--- src/rtl/usb_fs_transmitter_if.sv ---
// Byte-stream handshake and line-side signals between the device controller
// (master) and the full-speed transmitter (slave).
interface usb_fs_transmitter_if;
  logic       start;
  logic [7:0] data_in;
  logic       data_valid;
  logic       data_last;
  logic       data_ready;
  logic       usb_dp;
  logic       usb_dn;
  logic       output_enable;
  logic       busy;
  logic       done;
  logic       underrun;

  modport master (
    output start, data_in, data_valid, data_last,
    input  data_ready, usb_dp, usb_dn, output_enable, busy, done, underrun
  );

  modport slave (
    input  start, data_in, data_valid, data_last,
    output data_ready, usb_dp, usb_dn, output_enable, busy, done, underrun
  );
endinterface

--- src/rtl/usb_fs_transmitter.sv ---
// USB full-speed packet transmitter: SYNC, LSB-first NRZI data with bit
// stuffing, SE0/SE0/J end-of-packet, then the pads are released.
module usb_fs_transmitter #(
  parameter int CLOCKS_PER_BIT = 4
) (
  input  logic                 clock48,
  input  logic                 reset,
  usb_fs_transmitter_if.slave  tx
);
  localparam int TW = (CLOCKS_PER_BIT > 1) ? $clog2(CLOCKS_PER_BIT) : 1;

  typedef enum logic [2:0] {IDLE, SYNC, DATA, STUFF, EOP_SE0, EOP_J} state_t;

  state_t        state_q, state_d;
  logic [TW-1:0] timer_q, timer_d;
  logic [2:0]    bit_cnt_q, bit_cnt_d;
  logic [3:0]    sent_q, sent_d;
  logic [7:0]    shift_q, shift_d;
  logic          last_q, last_d;
  logic          level_q, level_d;
  logic [2:0]    ones_q, ones_d;
  logic          abort_q, abort_d;
  logic          done_q, done_d;
  logic          underrun_q, underrun_d;

  logic          bit_end;
  logic          ready_c;
  logic          emit;
  logic          eop_pend;
  logic          starve;
  logic [7:0]    byte_v;
  logic [3:0]    sent_v;

  assign bit_end = (timer_q == TW'(CLOCKS_PER_BIT - 1));

  always_comb begin
    state_d    = state_q;
    timer_d    = '0;
    bit_cnt_d  = bit_cnt_q;
    sent_d     = sent_q;
    shift_d    = shift_q;
    last_d     = last_q;
    level_d    = level_q;
    ones_d     = ones_q;
    abort_d    = abort_q;
    done_d     = 1'b0;
    underrun_d = 1'b0;
    ready_c    = 1'b0;
    emit       = 1'b0;
    eop_pend   = 1'b0;
    starve     = 1'b0;
    byte_v     = shift_q;
    sent_v     = sent_q;

    if (state_q != IDLE) begin
      timer_d = bit_end ? '0 : timer_q + 1'b1;
    end

    case (state_q)
      IDLE: begin
        ready_c = tx.start & tx.data_valid;
        if (tx.start && tx.data_valid) begin
          state_d   = SYNC;
          shift_d   = tx.data_in;
          last_d    = tx.data_last;
          sent_d    = '0;
          bit_cnt_d = '0;
          level_d   = 1'b0;
          ones_d    = 3'd1;     // the closing K of SYNC counts as a one
          abort_d   = 1'b0;
        end
      end
      SYNC: begin
        if (bit_end) begin
          if (bit_cnt_q == 3'd7) begin
            emit = 1'b1;
          end else begin
            bit_cnt_d = bit_cnt_q + 3'd1;
            if (bit_cnt_q != 3'd6) level_d = ~level_q;
          end
        end
      end
      DATA: begin
        if (bit_end) begin
          // Byte boundary: the next byte may be loaded before a pending stuff bit.
          if (sent_q == 4'd8) begin
            if (last_q) begin
              eop_pend = 1'b1;
            end else begin
              ready_c = 1'b1;
              if (tx.data_valid) begin
                byte_v = tx.data_in;
                sent_v = '0;
                last_d = tx.data_last;
              end else begin
                starve = 1'b1;
              end
            end
          end
          if (starve) begin
            state_d   = EOP_SE0;
            bit_cnt_d = '0;
            abort_d   = 1'b1;
          end else if (ones_q == 3'd6) begin
            state_d = STUFF;
            level_d = ~level_q;
            ones_d  = '0;
            shift_d = byte_v;
            sent_d  = sent_v;
          end else if (eop_pend) begin
            state_d   = EOP_SE0;
            bit_cnt_d = '0;
          end else begin
            emit = 1'b1;
          end
        end
      end
      STUFF: begin
        if (bit_end) begin
          if (last_q && sent_q == 4'd8) begin
            state_d   = EOP_SE0;
            bit_cnt_d = '0;
          end else begin
            emit = 1'b1;
          end
        end
      end
      EOP_SE0: begin
        if (bit_end) begin
          if (bit_cnt_q == 3'd1) begin
            state_d = EOP_J;
            level_d = 1'b1;
          end else begin
            bit_cnt_d = bit_cnt_q + 3'd1;
          end
        end
      end
      EOP_J: begin
        if (bit_end) begin
          state_d    = IDLE;
          done_d     = ~abort_q;
          underrun_d = abort_q;
        end
      end
      default: state_d = IDLE;
    endcase

    // NRZI: a zero toggles the line, a one holds it.
    if (emit) begin
      state_d = DATA;
      level_d = byte_v[0] ? level_q : ~level_q;
      ones_d  = byte_v[0] ? ones_q + 3'd1 : 3'd0;
      shift_d = {1'b0, byte_v[7:1]};
      sent_d  = sent_v + 4'd1;
    end
  end

  always_ff @(posedge clock48) begin
    if (reset) begin
      state_q    <= IDLE;
      timer_q    <= '0;
      bit_cnt_q  <= '0;
      sent_q     <= '0;
      shift_q    <= '0;
      last_q     <= 1'b0;
      level_q    <= 1'b1;
      ones_q     <= '0;
      abort_q    <= 1'b0;
      done_q     <= 1'b0;
      underrun_q <= 1'b0;
    end else begin
      state_q    <= state_d;
      timer_q    <= timer_d;
      bit_cnt_q  <= bit_cnt_d;
      sent_q     <= sent_d;
      shift_q    <= shift_d;
      last_q     <= last_d;
      level_q    <= level_d;
      ones_q     <= ones_d;
      abort_q    <= abort_d;
      done_q     <= done_d;
      underrun_q <= underrun_d;
    end
  end

  assign tx.data_ready    = ready_c & ~reset;
  assign tx.output_enable = (state_q != IDLE);
  assign tx.busy          = (state_q != IDLE);
  assign tx.usb_dp        = (state_q == EOP_SE0) ? 1'b0 : level_q;
  assign tx.usb_dn        = (state_q == EOP_SE0) ? 1'b0 : ~level_q;
  assign tx.done          = done_q;
  assign tx.underrun      = underrun_q;
endmodule
--- src/flat_wrapper.sv ---
// flat-port wrapper written by rule: the top's interface ports become plain ports
module usb_fs_transmitter_flat 
#(
  parameter int CLOCKS_PER_BIT = 4
)
  (clock48, reset, tx_start, tx_data_in, tx_data_valid, tx_data_last, tx_data_ready, tx_usb_dp, tx_usb_dn, tx_output_enable, tx_busy, tx_done, tx_underrun);
  usb_fs_transmitter_if tx_i ();
  input  logic clock48;
  input  logic reset;
  input wire logic [$bits(tx_i.start)-1:0] tx_start;
  input wire logic [$bits(tx_i.data_in)-1:0] tx_data_in;
  input wire logic [$bits(tx_i.data_valid)-1:0] tx_data_valid;
  input wire logic [$bits(tx_i.data_last)-1:0] tx_data_last;
  output wire logic [$bits(tx_i.data_ready)-1:0] tx_data_ready;
  output wire logic [$bits(tx_i.usb_dp)-1:0] tx_usb_dp;
  output wire logic [$bits(tx_i.usb_dn)-1:0] tx_usb_dn;
  output wire logic [$bits(tx_i.output_enable)-1:0] tx_output_enable;
  output wire logic [$bits(tx_i.busy)-1:0] tx_busy;
  output wire logic [$bits(tx_i.done)-1:0] tx_done;
  output wire logic [$bits(tx_i.underrun)-1:0] tx_underrun;
  assign tx_i.start = tx_start;
  assign tx_i.data_in = tx_data_in;
  assign tx_i.data_valid = tx_data_valid;
  assign tx_i.data_last = tx_data_last;
  assign tx_data_ready = tx_i.data_ready;
  assign tx_usb_dp = tx_i.usb_dp;
  assign tx_usb_dn = tx_i.usb_dn;
  assign tx_output_enable = tx_i.output_enable;
  assign tx_busy = tx_i.busy;
  assign tx_done = tx_i.done;
  assign tx_underrun = tx_i.underrun;
  usb_fs_transmitter #(.CLOCKS_PER_BIT(CLOCKS_PER_BIT)) u_core (.clock48(clock48), .reset(reset), .tx(tx_i));
endmodule
--- config.mk ---
export PLATFORM = sky130hd
export DESIGN_NAME = usb_fs_transmitter_flat
export DESIGN_NICKNAME = d
export VERILOG_FILES = /design/src/rtl/usb_fs_transmitter_if.sv /design/src/rtl/usb_fs_transmitter.sv /design/src/flat_wrapper.sv
export SDC_FILE = /design/constraint.sdc
export NUM_CORES = 1
export LEC_CHECK = 0
export ABC_CLOCK_PERIOD_IN_PS = 6640
export CORE_UTILIZATION = 68
export CTS_CLUSTER_DIAMETER = 120
export DETAILED_ROUTE_END_ITERATION = 8
export DONT_BUFFER_PORTS = 1
export HOLD_SLACK_MARGIN = 0.05
export PLACE_DENSITY = 0.87
export SYNTH_ARGS = -nofsm -noshare
export SYNTH_HDL_FRONTEND = slang
export SYNTH_SLANG_ARGS = --single-unit
--- constraint.sdc ---
create_clock -name clock48 -period 6.64 [get_ports clock48]
set_clock_uncertainty 0.15 [all_clocks]
set_input_delay 1.328 -clock clock48 [delete_from_list [all_inputs] [get_ports clock48]]
set_output_delay 1.328 -clock clock48 [all_outputs]
set_load 0.02 [all_outputs]
==> flow_metrics.tcl <==
set metrics [dict create \
    outcome "finished, final reports clean" \
    postSynthAreaPerCell_um2 8.01 \
    cts_resized 0 \
    diodes 0 \
    clk_latency_ps 350 \
    yosysTopAreaCell "dfxtp_1" \
    hold_path.class "reg2reg" \
    power.density_nw_per_um2 317 \
    setup_viol 0 \
    synthFlopType "dfxtp_1" \
    synth-edff-count 0 \
    crit_required_ps 5160 \
    crit_chain "or4b_1 -> or3_1 -> a21oi_1" \
    ios 20 \
    syn_nets 256 \
    reg2reg_slack_ps 3610 \
    hold_viol_final 0 \
    antenna_found_initial 0 \
    min_period_ps 3720 \
    post_cts.repair.setup_buffers 0 \
    die_w_um 54.6 \
    cts_hold_buf 0 \
    worstSetupStartpointType "register" \
    worstHoldStart "u_core.timer_q[0]" \
    yosysSeqAreaShare_pct 29.8 \
    wl_per_cell_um 18.9 \
    reg2reg_depth 5 \
    clk_pin_slew_ps 170 \
    total_power_mw 0.602 \
    power.leakage_nw 0.705 \
    place_ws_ps 3300 \
    r2r_start "u_core.sent_q[0]" \
    grt_use_total_pct 34.9 \
    rsz0062_at_grt "no" \
    slowest_delay_ps 700 \
    final_nets 244 \
    cts.htree.levels 1 \
    yosysTopAreaCellShare_pct 29.8 \
    ys_types 53 \
    critPathMaxFanout 8 \
    initial_core_util_pct 73.9 \
    synth.ff_latch_count 28 \
    worst_path_max_delay_cell "or4b_1" \
    routed_wl_um 4760 \
    grt.overflow.total 0 \
    cts-root-buf "clkbuf_4" \
    ir_worst_vdd_uv 243 \
    cts_num_sinks 28 \
    drtPass1Iterations 5 \
    finalCritPeriodShare_pct 56.0 \
    netlist_area_um2 1880 \
    setup_ws_ps 2920 \
    vias 1793 \
    viasPerCell 7.12 \
    syn-instance-count 235 \
    synth.area.top_cells "dfxtp_1 (30%), ha_1 (5.3%), nand2_1 (4.6%)" \
    worstMarginPinSlew_ps 1150 \
    holdPathEnd "u_core.timer_q[0]" \
    io_buffer_count 0 \
    drc_errors 0 \
    r2r_end "u_core.level_q" \
    endpoint_kind "output pin" \
    slew_violations 0 \
    dp_hpwl_um 3470 \
    nFillCells 193 \
    grt_max_degree 26 \
    dr.first_iter.drc_count 99 \
    drv_cap 0 \
    crit_type "reg2out" \
    finalSetupTns_ps 0 \
    rows 18 \
    grt_pass1_vias 1600 \
    synthToLayoutAreaGrowth_pct 0.997 \
    cts_tree "done" \
    cts_max_path_buffers 2 \
    place_congestion 0.925 \
    async_reset_ff_share_pct 0 \
    dieHeight_um 54.6 \
    crit_arrival_ps 2240 \
    cts_buffers 3 \
    die-area_um2 2980 \
    max_freq_ghz 0.269 \
    slew_headroom_pct 22.7 \
    worstHoldPathCells 1 \
    core-area_um2 2540 \
    grt_first_pass_wirelength_um 7360 \
    final_cell_mix "dfxtp_1 (28), nand2_1 (23), nor2_1 (17)" \
    detail-route-antenna-nets 0 \
    yosys_warnings 0 \
    final_common_cell "dfxtp_1" \
    drive_gt1_share_pct 5.86 \
]
per-stage QoR:
step	instance area, um^2	cells	hold slack [ps]	utilization (%)
after global routing	1900	252	304	74.7
after global placement	1850	248	261	72.6
after floorplan	1880	235	257	-
after CTS	1900	252	290	74.7
final	1900	252	289	74.7
after detailed placement	1850	248	271	72.6
cells in the mapped netlist, types with 5 or more instances:
cell type / instances
nand2_1: 23
nand3_1: 15
a311oi_1: 5
nor2_1: 17
mux2i_1: 6
a21oi_1: 16
o21ai_0: 8
nand2b_1: 7
dfxtp_1: 28
ha_1: 8
clkbuf_1: 13
inv_1: 11
power breakdown:
group | switching [mW] | internal (mW) | total, mW
registers | 0.0461 | 0.193 | 0.239
clock network | 0.0561 | 0.0612 | 0.117
logic | 0.157 | 0.0880 | 0.245
sequential cells by signal (all words and copies together), names as in the netlist:
signal	flops
u_core.state_q	3
u_core.tx.underrun	1
u_core.bit_cnt_q	3
u_core.shift_q	8
u_core.level_q	1
u_core.timer_q	2
u_core.abort_q	1
u_core.last_q	1
u_core.ones_q	3
u_core.tx.done	1
u_core.sent_q	4
worst max path at each step:
stage	startpoint	endpoint	slack (ps)	cells past startpoint
finish	u_core.sent_q[0]	tx_data_ready	2920	3
global route	u_core.timer_q[0]	tx_data_ready	2780	4
CTS	u_core.sent_q[0]	tx_data_ready	2940	3
detailed placement	tx_start	tx_data_ready	3300	2
global placement	tx_start	tx_data_ready	3300	2
floorplan	tx_data_valid	tx_data_ready	3060	3
layer usage:
layer	wire, um	GRT usage [%]	vias up	share of wire [%]
li1	-	-	847	-
met2	2330	56.4	95	49
met1	1860	46.7	841	39
met5	0	0	-	0
met3	459	5.28	10	9.7
met4	104	12.0	0	2.2
cell type report:
cell class / count / area (um^2) / area share (%)
multi-input cells: 179 / 1210 / 63.6
clock inverters: 1 / 30.0 / 1.58
clock buffers: 3 / 22.5 / 1.18
flip-flops and latches: 28 / 561 / 29.5
well taps: 30 / 37.5 / 1.97
inverters: 11 / 41.3 / 2.17
worst max-delay path, delay by kind of cell, from the launching register on:
kind,cells,cell delay [ps]
and+or+nand+nor,2,1100
DFF,1,390
AOI/OAI and AO/OA,1,400
logic make-up after synthesis:
group | Yosys count | synth area share (%)
multiplexers | 13 | 7.38
flip-flops | 28 | 29.8
buffers and inverters | 28 | 5.98
AO/OA/AOI/OAI | 70 | 26.5
XOR/XNOR | 2 | 0.931
adder cells (fa/ha/maj) | 8 | 5.32
AND/OR/NAND/NOR | 86 | 24.1
(Power assumes the default switching activity.)
